File: src/rtl/sprite_pkg.sv
// Shared constants and types for the sprite compositor: colour key, animation state encoding, word typedefs.
package sprite_pkg;

   localparam logic [7:0] TRANSPARENT_COLOR = 8'hE3;
   localparam int         STATE_COUNT       = 11;

   typedef enum logic [3:0] {
      IDLE      = 4'd0,
      WALK      = 4'd1,
      WALKBACK  = 4'd2,
      ATK_START = 4'd3,
      ATK_END   = 4'd4,
      ATK_PULL  = 4'd5,
      DIR_START = 4'd6,
      DIR_END   = 4'd7,
      DIR_PULL  = 4'd8,
      GOTHIT    = 4'd9,
      BLOCK     = 4'd10
   } sprite_state_e;

   typedef logic [9:0] coord_t;
   typedef logic [7:0] color_t;

endpackage

File: src/rtl/sprite_compositor_if.sv
// Pixel, position, ROM and composited-output bundle of the sprite compositor.
interface sprite_compositor_if #(
   parameter int NUM_CH  = 2,
   parameter int COORD_W = 10,
   parameter int ADDR_W  = 15,
   parameter int PIX_W   = 8
);
   // pix_valid/out_valid are valid-only strobes with no ready: the pipeline never
   // stalls, and every pixel presented with pix_valid=1 reappears exactly three
   // cycles later with out_valid=1; rom_data must answer rom_addr one cycle later.
   logic                        frame_start;
   logic                        pix_valid;
   logic [COORD_W-1:0]          pix_x;
   logic [COORD_W-1:0]          pix_y;
   logic [NUM_CH*COORD_W-1:0]   pos_x;
   logic [NUM_CH*COORD_W-1:0]   pos_y;
   logic [NUM_CH*4-1:0]         state;
   logic [NUM_CH-1:0]           facing;
   logic [NUM_CH*ADDR_W-1:0]    rom_addr;
   logic [NUM_CH*4-1:0]         rom_sel;
   logic [NUM_CH*PIX_W-1:0]     rom_data;
   logic                        out_valid;
   logic                        visible;
   logic [PIX_W-1:0]            data;
   logic [2:0]                  owner;
   logic                        collision;

   modport master (
      output frame_start, pix_valid, pix_x, pix_y, pos_x, pos_y, state, facing, rom_data,
      input  rom_addr, rom_sel, out_valid, visible, data, owner, collision
   );

   modport slave (
      input  frame_start, pix_valid, pix_x, pix_y, pos_x, pos_y, state, facing, rom_data,
      output rom_addr, rom_sel, out_valid, visible, data, owner, collision
   );

endinterface

File: src/rtl/sprite_channel.sv
// One sprite channel: per-frame shadow registers, bounds check and registered ROM address (stage A).
// Horizontal mirroring is compiled in only when SPRITE_MIRROR_EN is defined.
module sprite_channel
   import sprite_pkg::*;
#(
   parameter int SPR_W   = 113,
   parameter int SPR_H   = 200,
   parameter int COORD_W = 10,
   parameter int ADDR_W  = 15
) (
   input  logic               clk,
   input  logic               rst_n,
   input  logic               frame_start_i,
   input  logic               pix_valid_i,
   input  logic [COORD_W-1:0] pix_x_i,
   input  logic [COORD_W-1:0] pix_y_i,
   input  logic [COORD_W-1:0] pos_x_i,
   input  logic [COORD_W-1:0] pos_y_i,
   input  logic [3:0]         state_i,
   input  logic               facing_i,
   output logic [ADDR_W-1:0]  rom_addr_o,
   output logic [3:0]         rom_sel_o,
   output logic               inside_o
);

   localparam logic [COORD_W:0]  SPR_W_C  = (COORD_W+1)'(SPR_W);
   localparam logic [COORD_W:0]  SPR_H_C  = (COORD_W+1)'(SPR_H);
   localparam logic [ADDR_W-1:0] STRIDE   = ADDR_W'(SPR_W);
   localparam logic [ADDR_W-1:0] MIR_BASE = ADDR_W'(SPR_W - 1);

   logic [COORD_W-1:0] pos_x_q, pos_x_d;
   logic [COORD_W-1:0] pos_y_q, pos_y_d;
   logic [3:0]         state_q, state_d;
   logic [ADDR_W-1:0]  rom_addr_q, rom_addr_d;
   logic [3:0]         rom_sel_q;
   logic               inside_q, inside_d;
   logic [COORD_W:0]   x_ext, y_ext, px_ext, py_ext;
   logic [COORD_W-1:0] rel_x, rel_y;
   logic [ADDR_W-1:0]  rx;

   // The _d values double as the effective shadows: a pixel on the frame_start cycle sees the new frame.
   assign pos_x_d = frame_start_i ? pos_x_i : pos_x_q;
   assign pos_y_d = frame_start_i ? pos_y_i : pos_y_q;
   assign state_d = frame_start_i ? state_i : state_q;

   // One extra bit keeps pos+SPR_W from wrapping near the top of the coordinate range.
   assign x_ext  = {1'b0, pix_x_i};
   assign y_ext  = {1'b0, pix_y_i};
   assign px_ext = {1'b0, pos_x_d};
   assign py_ext = {1'b0, pos_y_d};

   assign inside_d = pix_valid_i
                     && (x_ext >= px_ext) && (x_ext < px_ext + SPR_W_C)
                     && (y_ext >= py_ext) && (y_ext < py_ext + SPR_H_C);

   assign rel_x = pix_x_i - pos_x_d;
   assign rel_y = pix_y_i - pos_y_d;

`ifdef SPRITE_MIRROR_EN
   logic facing_q, facing_d;
   assign facing_d = frame_start_i ? facing_i : facing_q;
   assign rx       = facing_d ? (MIR_BASE - ADDR_W'(rel_x)) : ADDR_W'(rel_x);

   always_ff @(posedge clk or negedge rst_n) begin
      if (!rst_n) facing_q <= 1'b0;
      else        facing_q <= facing_d;
   end
`else
   logic unused_facing;
   assign unused_facing = facing_i;
   assign rx            = ADDR_W'(rel_x);
`endif

   assign rom_addr_d = inside_d ? (ADDR_W'(rel_y) * STRIDE + rx) : '0;

   always_ff @(posedge clk or negedge rst_n) begin
      if (!rst_n) begin
         pos_x_q    <= '0;
         pos_y_q    <= '0;
         state_q    <= '0;
         rom_addr_q <= '0;
         rom_sel_q  <= '0;
         inside_q   <= 1'b0;
      end else begin
         pos_x_q    <= pos_x_d;
         pos_y_q    <= pos_y_d;
         state_q    <= state_d;
         rom_addr_q <= rom_addr_d;
         rom_sel_q  <= state_d;
         inside_q   <= inside_d;
      end
   end

   assign rom_addr_o = rom_addr_q;
   assign rom_sel_o  = rom_sel_q;
   assign inside_o   = inside_q;

endmodule

File: src/rtl/sprite_compositor.sv
// N-channel sprite compositor: per-channel address generation, fixed-priority colour-key compositing
// and per-frame collision flag. Optional mirroring via SPRITE_MIRROR_EN (see sprite_channel).
module sprite_compositor
   import sprite_pkg::*;
#(
   parameter int NUM_CH     = 2,
   parameter int SPR_W      = 113,
   parameter int SPR_H      = 200,
   parameter int COORD_W    = 10,
   parameter int ADDR_W     = 15,
   parameter int PIX_W      = 8,
   parameter int NUM_STATES = STATE_COUNT
) (
   input logic              clk,
   input logic              rst_n,
   sprite_compositor_if.slave bus
);

   localparam logic [PIX_W-1:0] TRANSP  = PIX_W'(TRANSPARENT_COLOR);
   localparam logic [3:0]       ST_LIM  = 4'(NUM_STATES);

   logic [NUM_CH*ADDR_W-1:0] rom_addr_flat;
   logic [NUM_CH*4-1:0]      rom_sel_flat;
   logic [NUM_CH-1:0]        inside_d1;

   for (genvar i = 0; i < NUM_CH; i++) begin : g_ch
      sprite_channel #(
         .SPR_W   (SPR_W),
         .SPR_H   (SPR_H),
         .COORD_W (COORD_W),
         .ADDR_W  (ADDR_W)
      ) u_ch (
         .clk           (clk),
         .rst_n         (rst_n),
         .frame_start_i (bus.frame_start),
         .pix_valid_i   (bus.pix_valid),
         .pix_x_i       (bus.pix_x),
         .pix_y_i       (bus.pix_y),
         .pos_x_i       (bus.pos_x[i*COORD_W +: COORD_W]),
         .pos_y_i       (bus.pos_y[i*COORD_W +: COORD_W]),
         .state_i       (bus.state[i*4 +: 4]),
         .facing_i      (bus.facing[i]),
         .rom_addr_o    (rom_addr_flat[i*ADDR_W +: ADDR_W]),
         .rom_sel_o     (rom_sel_flat[i*4 +: 4]),
         .inside_o      (inside_d1[i])
      );
   end

   assign bus.rom_addr = rom_addr_flat;
   assign bus.rom_sel  = rom_sel_flat;

   logic                 valid_d1_q, valid_d2_q;
   logic [NUM_CH-1:0]    inside_d2_q;
   logic [NUM_CH*4-1:0]  state_d2_q;
   logic [NUM_CH-1:0]    opaque;
   logic [3:0]           n_opaque;
   logic [PIX_W-1:0]     win_data;
   logic [2:0]           win_owner;
   logic                 hit;

   logic                 out_valid_q, visible_q, collision_q, collide_acc_q;
   logic [PIX_W-1:0]     data_q;
   logic [2:0]           owner_q;

   // Bounds and state travel one stage behind the address so they line up with the ROM word.
   always_ff @(posedge clk or negedge rst_n) begin
      if (!rst_n) begin
         valid_d1_q  <= 1'b0;
         valid_d2_q  <= 1'b0;
         inside_d2_q <= '0;
         state_d2_q  <= '0;
      end else begin
         valid_d1_q  <= bus.pix_valid;
         valid_d2_q  <= valid_d1_q;
         inside_d2_q <= inside_d1;
         state_d2_q  <= rom_sel_flat;
      end
   end

   // Ascending scan: a later opaque channel overrides, so the highest index wins.
   always_comb begin
      opaque    = '0;
      n_opaque  = '0;
      win_data  = TRANSP;
      win_owner = '0;
      for (int i = 0; i < NUM_CH; i++) begin
         opaque[i] = inside_d2_q[i]
                     && (state_d2_q[i*4 +: 4] < ST_LIM)
                     && (bus.rom_data[i*PIX_W +: PIX_W] != TRANSP);
         if (opaque[i]) begin
            win_data  = bus.rom_data[i*PIX_W +: PIX_W];
            win_owner = 3'(i);
            n_opaque  = n_opaque + 4'd1;
         end
      end
      hit = valid_d2_q && (n_opaque >= 4'd2);
   end

   always_ff @(posedge clk or negedge rst_n) begin
      if (!rst_n) begin
         out_valid_q   <= 1'b0;
         visible_q     <= 1'b0;
         data_q        <= TRANSP;
         owner_q       <= '0;
         collision_q   <= 1'b0;
         collide_acc_q <= 1'b0;
      end else begin
         out_valid_q <= valid_d2_q;
         visible_q   <= |opaque;
         data_q      <= win_data;
         owner_q     <= win_owner;
         if (bus.frame_start) begin
            collision_q   <= collide_acc_q;
            collide_acc_q <= hit;
         end else if (hit) begin
            collide_acc_q <= 1'b1;
         end
      end
   end

   assign bus.out_valid = out_valid_q;
   assign bus.visible   = visible_q;
   assign bus.data      = data_q;
   assign bus.owner     = owner_q;
   assign bus.collision = collision_q;

endmodule

File: src/flat_wrapper.sv
// flat-port wrapper written by rule: the top's interface ports become plain ports
module sprite_compositor_flat import sprite_pkg::*;
#(
   parameter int NUM_CH     = 2,
   parameter int SPR_W      = 113,
   parameter int SPR_H      = 200,
   parameter int COORD_W    = 10,
   parameter int ADDR_W     = 15,
   parameter int PIX_W      = 8,
   parameter int NUM_STATES = STATE_COUNT
)
  (clk, rst_n, bus_frame_start, bus_pix_valid, bus_pix_x, bus_pix_y, bus_pos_x, bus_pos_y, bus_state, bus_facing, bus_rom_data, bus_rom_addr, bus_rom_sel, bus_out_valid, bus_visible, bus_data, bus_owner, bus_collision);
  sprite_compositor_if #(.NUM_CH(NUM_CH), .COORD_W(COORD_W), .ADDR_W(ADDR_W), .PIX_W(PIX_W)) bus_i ();
  input logic clk;
  input logic rst_n;
  input wire logic [$bits(bus_i.frame_start)-1:0] bus_frame_start;
  input wire logic [$bits(bus_i.pix_valid)-1:0] bus_pix_valid;
  input wire logic [$bits(bus_i.pix_x)-1:0] bus_pix_x;
  input wire logic [$bits(bus_i.pix_y)-1:0] bus_pix_y;
  input wire logic [$bits(bus_i.pos_x)-1:0] bus_pos_x;
  input wire logic [$bits(bus_i.pos_y)-1:0] bus_pos_y;
  input wire logic [$bits(bus_i.state)-1:0] bus_state;
  input wire logic [$bits(bus_i.facing)-1:0] bus_facing;
  input wire logic [$bits(bus_i.rom_data)-1:0] bus_rom_data;
  output wire logic [$bits(bus_i.rom_addr)-1:0] bus_rom_addr;
  output wire logic [$bits(bus_i.rom_sel)-1:0] bus_rom_sel;
  output wire logic [$bits(bus_i.out_valid)-1:0] bus_out_valid;
  output wire logic [$bits(bus_i.visible)-1:0] bus_visible;
  output wire logic [$bits(bus_i.data)-1:0] bus_data;
  output wire logic [$bits(bus_i.owner)-1:0] bus_owner;
  output wire logic [$bits(bus_i.collision)-1:0] bus_collision;
  assign bus_i.frame_start = bus_frame_start;
  assign bus_i.pix_valid = bus_pix_valid;
  assign bus_i.pix_x = bus_pix_x;
  assign bus_i.pix_y = bus_pix_y;
  assign bus_i.pos_x = bus_pos_x;
  assign bus_i.pos_y = bus_pos_y;
  assign bus_i.state = bus_state;
  assign bus_i.facing = bus_facing;
  assign bus_i.rom_data = bus_rom_data;
  assign bus_rom_addr = bus_i.rom_addr;
  assign bus_rom_sel = bus_i.rom_sel;
  assign bus_out_valid = bus_i.out_valid;
  assign bus_visible = bus_i.visible;
  assign bus_data = bus_i.data;
  assign bus_owner = bus_i.owner;
  assign bus_collision = bus_i.collision;
  sprite_compositor #(.NUM_CH(NUM_CH), .SPR_W(SPR_W), .SPR_H(SPR_H), .COORD_W(COORD_W), .ADDR_W(ADDR_W), .PIX_W(PIX_W), .NUM_STATES(NUM_STATES)) u_core (.clk(clk), .rst_n(rst_n), .bus(bus_i));
endmodule
File: config.mk
export PLATFORM = sky130hd
export DESIGN_NAME = sprite_compositor_flat
export DESIGN_NICKNAME = d
export VERILOG_FILES = /design/src/rtl/sprite_pkg.sv /design/src/rtl/sprite_compositor_if.sv /design/src/rtl/sprite_channel.sv /design/src/rtl/sprite_compositor.sv /design/src/flat_wrapper.sv
export SDC_FILE = /design/constraint.sdc
export NUM_CORES = 1
export LEC_CHECK = 0
export CORE_ASPECT_RATIO = 0.6
export CORE_MARGIN = 4
export CORE_UTILIZATION = 31
export CTS_CLUSTER_DIAMETER = 100
export DETAILED_ROUTE_END_ITERATION = 12
export GPL_TIMING_DRIVEN = 0
export PLACE_DENSITY = 0.58
export SKIP_CTS_REPAIR_TIMING = 1
export SLEW_MARGIN = 40
export SYNTH_ARGS = -nofsm -noshare
export SYNTH_HDL_FRONTEND = slang
export SYNTH_SLANG_ARGS = --single-unit
File: constraint.sdc
create_clock -name clk -period 6.3 [get_ports clk]
set_input_delay 1.26 -clock clk [delete_from_list [all_inputs] [get_ports clk]]
set_output_delay 1.26 -clock clk [all_outputs]
set_load 0.01 [all_outputs]
# ---- Word level (Yosys, flattened, before mapping)
# Cells that the tools add are included.
dict set report totals {
  register_bits 105
  wordCells 74
  out_inout_bits 52
}
dict set report classes {
  n_reduce_logical 15
  eq_ne 2
  n_mul 2
  order_cmp 11
  mux 13
  n_addsub 11
}
# op count
set op_table {}
lappend op_table {{$lt A10 B11 Y1} 4}
lappend op_table {{$ge A10 B10 Y1} 4}
lappend op_table {{$mux W10} 4}
lappend op_table {{$sub A10 B10 Y10} 4}
lappend op_table {{$add A15 B10 Y15} 2}
lappend op_table {{$mul A10 B7 Y15 const B} 2}
lappend op_table {{$mux W15} 2}
lappend op_table {{$add A10 B7 Y11 const B} 2}
lappend op_table {{$add A10 B8 Y11 const B} 2}
lappend op_table {{$mux W8} 2}
lappend op_table {{$ne A8 B8 Y1 const B} 2}
lappend op_table {{$logic_and A1 B1 Y1} 13}
lappend op_table {{$lt A4 B4 Y1 const B} 2}
lappend op_table {{$ge A4 B2 Y1 const B} 1}
lappend op_table {{$mux W1} 4}
lappend op_table {{$mux W4} 1}
lappend op_table {{$add A1 B1 Y2 const B} 1}
lappend op_table {{$reduce_bool A2 Y1} 1}
lappend op_table {{$reduce_or A2 Y1} 1}

# ---- Longest topological paths before layout
dict set report logic_depth {
  word_depth 10
  ltp_mapped 29
  depth_no_buf 23
}

# ---- Cells and area by module
# From an unflattened synthesis, not the netlist that was laid out.
dict set report hier_totals {
  cells_unflattened 1030
  hier_area_um2 10100.9
}
# mod cells_per_inst n_inst seq_area_each_um2 area_per_inst_um2
set modules_own_cells {}
lappend modules_own_cells {{sprite_channel at u_core.g_ch[0].u_ch} 478 1 1001.0 4563.1}
lappend modules_own_cells {{sprite_channel at u_core.g_ch[1].u_ch} 485 1 1001.0 4563.1}
lappend modules_own_cells {sprite_compositor 67 1 631.9 974.7}

# ---- Least setup slack after synthesis
# OpenSTA, ideal clock, no wires.
dict set report synth_timing {
  kind {input-to-reg}
  start {input bus_frame_start}
  end {register u_core.g_ch[1].u_ch.rom_addr_q[13]}
  arrival_time_ns 7.107
  setup_slack_ns -0.931
  required_time_ns 6.176
  setup_ns 0.124
  cell_stages 27
  path_cell_list {buf_6 buf_6 buf_4 buf_4 buf_2 buf_2 mux2i_1 ha_1 nor2b_1 o21ai_0 nand2b_1 a311oi_1 xor2_1 inv_1 maj3_1 ha_1 ha_1 inv_1 fa_1 inv_1 ha_1 and2_1 a31o_2 a41o_1 a221oi_1 nor2_1 o31a_1}
}
dict set report synth_between {
  elab_chain_cells 7
}
# element line
set synth_lines {}
lappend synth_lines {{start, declared} flat_wrapper.sv:16} ;# input wire logic [$bits(bus_i.frame_start)-1:0] bus_frame_start;
lappend synth_lines {{branches (longest 6 deep; another with $mul A10 B7 Y15)} n/a}
lappend synth_lines {{$mux W15 *} sprite_channel.sv:74} ;# assign rom_addr_d = inside_d ? (ADDR_W'(rel_y) * STRIDE + rx) : '0;
lappend synth_lines {{via u_core.g_ch[1].u_ch.rom_addr_d[13]} sprite_channel.sv:34} ;# logic [ADDR_W-1:0] rom_addr_q, rom_addr_d;
lappend synth_lines {{end signal, assigned} sprite_channel.sv:88} ;# rom_addr_q <= rom_addr_d;
lappend synth_lines {{end, declared} sprite_channel.sv:34}
# Mark *: on every way through the listed nets, which the timed path passes.
# A chain may end at the register's enable or synchronous reset.

# ---- Worst setup path after layout
dict set report layout_timing {
  start {input bus_frame_start}
  end {register u_core.g_ch[0].u_ch.rom_addr_q[12]}
}
# element line
set layout_lines {}
lappend layout_lines {{$mux W10 *} sprite_channel.sv:43} ;# assign pos_y_d = frame_start_i ? pos_y_i : pos_y_q;
lappend layout_lines {{via u_core.g_ch[0].u_ch.pos_y_d[0]} sprite_channel.sv:32} ;# logic [COORD_W-1:0] pos_y_q, pos_y_d;
lappend layout_lines {{$sub A10 B10 Y10 (tied with other cells)} sprite_channel.sv:57} ;# assign rel_y = pix_y_i - pos_y_d;
lappend layout_lines {{$mul A10 B7 Y15 (tied with other cells)} sprite_channel.sv:74}
lappend layout_lines {{$add A15 B10 Y15 or $logic_and A1 B1 Y1 (tied branches)} {sprite_channel.sv:74, sprite_channel.sv:54}}
lappend layout_lines {{$mux W15 *} sprite_channel.sv:74}
lappend layout_lines {{via u_core.g_ch[0].u_ch.rom_addr_d[12]} sprite_channel.sv:34}
lappend layout_lines {{end signal, assigned} sprite_channel.sv:88}
lappend layout_lines {{end, declared} sprite_channel.sv:34}
# Mark *: on every way through the listed nets, which the timed path passes. The rest lies on a longest branch.

==> impl_metrics.py <==
metrics = {
    "worst_setup_path": {
        "cp.arrival_ps": 6700,
        "rr_worst_depth": 20,
        "cp_max_fo": 8,
        "ff2ff_setup_slack_ps": 1020,
        "r2r_end": "u_core.g_ch[1].u_ch.rom_addr_o[13]$_DFF_PN0_",
        "cp.required_ps": 6570,
        "r2r_start": "u_core.g_ch[1].u_ch.pos_y_q[4]$_DFF_PN0_",
        "cp-end-kind": "flip-flop",
        "crit_path_start_kind": "input port",
        "crit_type": "in -> reg",
    },
    "power_and_ir_drop": {
        "p_total_mw": 8.01,
        "power.leakage_nw": 6.13,
        "pwr-share-clk": 0.076,
        "comb_power_share": 0.826,
        "vdd_drop_max_mv": 0.769,
        "internal-power_mw": 4.34,
        "seq_power_share": 0.098,
        "p_sw_mw": 3.67,
        "swShare": 0.458,
        "power_density_nw_per_um2": 611,
    },
    "detailed_routing": {
        "routed-wl-met2_mm": 10.9,
        "drt_iter0_drc": 327,
        "drcViolationCount": 0,
        "wire_per_inst_um": 17.0,
        "vias_per_cell": 4.80,
        "wl_mm": 27.0,
        "wl_met1_mm": 14.6,
        "wl_met3_mm": 1.30,
        "num_vias": 7622,
        "first_pass_iters": 5,
        "postRouteAntennaNets": 0,
        "highest_layer": "met4",
    },
    "floorplan": {
        "dieArea_um2": 33900,
        "core_um2": 30200,
        "initial_core_util": 0.317,
        "die_x_um": 235,
        "num_rows": 49,
        "die_h_um": 144,
        "ios": 142,
    },
    "synth": {
        "synth-seq-cells": 105,
        "synth-seq-area-share": 0.275,
        "synth_cells": 967,
        "synth_top_flop_cell": "dfrtp_1",
        "avgSynthCellArea_um2": 9.91,
        "synth_cell_types": 63,
        "synth_area_um2": 9580,
        "synth-edff-count": 0,
        "async_flop_share": 1.00,
        "ys_warn_count": 0,
    },
    "timing": {
        "drv_slew": 0,
        "finalClockSkew_ps": 13.6,
        "setup_violations": 4,
        "slew_headroom": 0.466,
        "fmax_mhz": 155,
        "worstMarginPinSlew_ps": 781,
        "hold_viol": 0,
        "period_share": 1.02,
        "fin_crit_ps": 6430,
        "final.setup.tns_ps": -354,
        "finalWorstSetupSlack_ps": -134,
        "rsz0062_at_grt": "yes",
    },
    "cells_and_area": {
        "drive_gt1_frac": 0.176,
        "final_util": 0.433,
        "area_growth_pct": 36.7,
        "antenna_cells": 0,
        "fin_nets": 1471,
        "fill_cells": 2892,
    },
    "place": {
        "dp_hpwl_mm": 21.7,
        "pre_cts_slack_ps": -1690,
        "gp_congestion": 0.860,
        "portBuffers": 137,
    },
    "clock_network": {
        "clk_pin_slew_ps": 70,
        "root_buffer": "clkbuf_16",
        "htreeDepth": 3,
        "clock_path_buffers": 2,
        "numCtsBuffers": 9,
        "cts.sinks": 105,
        "worstSkewPairLatency_ps": 390,
        "cts_tree": "built",
    },
    "hold_path": {
        "hp-start": "u_core.valid_d1_q$_DFF_PN0_",
        "min_path_type": "reg -> reg",
        "min_to": "u_core.valid_d2_q$_DFF_PN0_",
        "hold_path_depth": 0,
    },
    "grt": {
        "grt_start_max_net_pins": 59,
        "antenna_found_initial": 1,
        "grt_pass1_wl_mm": 41.1,
        "grt_pass1_vias": 7300,
        "grt_usage": 0.155,
        "grt_overflow": 0,
    },
    "job": {
        "drv_cap": 0,
    },
    "run_status": {
        "violations": "setup timing",
        "outcome": "finished, violations left",
    },
}
[flip-flops by register name, indices dropped and copies added (netlist names), 2 cells and up]
name / cells
u_core.bus.data: 8
u_core.g_ch.u_ch.pos_x_q: 20
u_core.g_ch.u_ch.rom_addr_o: 30
u_core.g_ch.u_ch.state_q: 8
u_core.inside_d2_q: 2
u_core.state_d2_q: 8
u_core.g_ch.u_ch.pos_y_q: 20
u_core.g_ch.u_ch.inside_o: 2
[power by group through the flow]
stage | sequential, mW | combinational [mW] | clock, mW
floorplan | 0.819 | 4.25 | 0
global placement | 0.797 | 5.33 | 0
detailed placement | 0.797 | 5.45 | 0
CTS | 0.784 | 5.50 | 0.637
global route | 0.792 | 7.44 | 0.667
finish | 0.784 | 6.61 | 0.609
[layout make-up]
| class | count | area, µm² | share of cell area |
|---|---|---|---|
| multi-input combinational | 714 | 7080 | 0.541 |
| sequential | 105 | 2630 | 0.201 |
| timing repair buffer | 197 | 1890 | 0.144 |
| inverter | 138 | 518 | 0.0395 |
| tap | 408 | 510 | 0.0390 |
| clock buffer | 9 | 225 | 0.0172 |
| buffer | 10 | 159 | 0.0121 |
| clock inverter | 7 | 83.8 | 0.00640 |
[synth_stat cells, types with 4 or more instances]
library cell | instances | area share
a2111oi_0 | 4 | 0.0037
a211oi_1 | 9 | 0.0071
a21o_1 | 25 | 0.020
a21oi_1 | 55 | 0.029
a311oi_1 | 6 | 0.0055
a32o_1 | 4 | 0.0042
and2_1 | 21 | 0.014
and3_1 | 7 | 0.0046
buf_2 | 4 | 0.0021
buf_4 | 4 | 0.0031
dfrtp_1 | 100 | 0.26
dfstp_2 | 5 | 0.014
fa_1 | 30 | 0.063
ha_1 | 176 | 0.23
inv_1 | 138 | 0.054
maj3_1 | 4 | 0.0042
mux2_2 | 12 | 0.014
mux2i_1 | 32 | 0.033
nand2_1 | 23 | 0.0090
nand2b_1 | 13 | 0.0085
nand3_1 | 9 | 0.0047
nand4_1 | 9 | 0.0059
nor2_1 | 38 | 0.015
nor2b_1 | 12 | 0.0078
nor3_1 | 20 | 0.010
o211ai_1 | 4 | 0.0031
o21a_1 | 10 | 0.0078
o21ai_0 | 32 | 0.017
o21bai_1 | 6 | 0.0047
o22a_1 | 5 | 0.0046
o41ai_1 | 5 | 0.0046
or3_1 | 8 | 0.0052
xnor2_1 | 66 | 0.060
xor2_1 | 23 | 0.021
[kinds of logic (layout without fill, tap and decap cells)]
group,after synthesis,in the layout,synth area share
buffers and inverters,149,361,0.0628
XOR/XNOR,89,89,0.0814
other,1,2,0.000391
AO/OA/AOI/OAI,193,193,0.135
AND/OR/NAND/NOR,175,175,0.0994
flip-flops,105,105,0.275
adder cells (fa/ha/maj),210,210,0.297
multiplexers,45,45,0.0490
[metrics by stage]
step | instances | cell area [µm²] | hold slack [ps]
2_1_floorplan | 968 | 9830 | 331
6_report | 1588 | 13100 | 351
3_3_place_gp | 1513 | 11700 | 336
3_5_place_dp | 1514 | 11800 | 335
4_1_cts | 1530 | 12100 | 353
5_1_grt | 1588 | 13100 | 374
[metal layers]
layer | GRT usage | vias to the layer above
li1 | - | 3786
met1 | 0.247 | 3680
met2 | 0.209 | 144
met3 | 0.0366 | 12
met4 | 0.0286 | 0
met5 | 0 | -
[cell usage in the layout, fill, tap and decap left out, types with 20 or more instances in the layout]
cell type        Yosys  final
ha_1               176    157
clkdlybuf4s50_1      0    135
inv_1              138    126
dfrtp_1            100    100
buf_4                4     56
xnor2_1             66     55
a21oi_1             55     40
nor2_1              38     35
fa_1                30     28
a21o_1              25     25
o21ai_0             32     25
mux2i_1             32     24
nand2_1             23     22
and2_1              21     20
[critical path, stage by stage]
cell,delay [ps]
buf_8,100
buf_12,130
buf_16,140
buf_12,140
buf_12,130
buf_12,140
mux2_4,240
ha_4,130
inv_2,30
fa_2,370
a21o_1,230
a21oi_4,260
xnor2_4,160
buf_12,180
xor2_4,170
xor2_1,160
ha_1,340
fa_1,550
inv_2,40
fa_1,490
inv_2,50
ha_4,150
or3_4,370
o211ai_1,240
a21boi_1,130
o311a_1,340
[how the worst max path moves through the flow]
stage	from	endpoint	slack [ps]
floorplan	bus_frame_start	u_core.g_ch[1].u_ch.rom_addr_o[13]$_DFF_PN0_	-290
global route	bus_frame_start	u_core.g_ch[0].u_ch.rom_addr_o[12]$_DFF_PN0_	-250
finish	bus_frame_start	u_core.g_ch[0].u_ch.rom_addr_o[12]$_DFF_PN0_	-130
global placement	bus_frame_start	u_core.g_ch[0].u_ch.rom_addr_o[12]$_DFF_PN0_	-1580
CTS	bus_frame_start	u_core.g_ch[0].u_ch.rom_addr_o[12]$_DFF_PN0_	-1290
detailed placement	bus_frame_start	u_core.g_ch[0].u_ch.rom_addr_o[12]$_DFF_PN0_	-1690
Note: power is estimated with default switching activity, not from simulation.
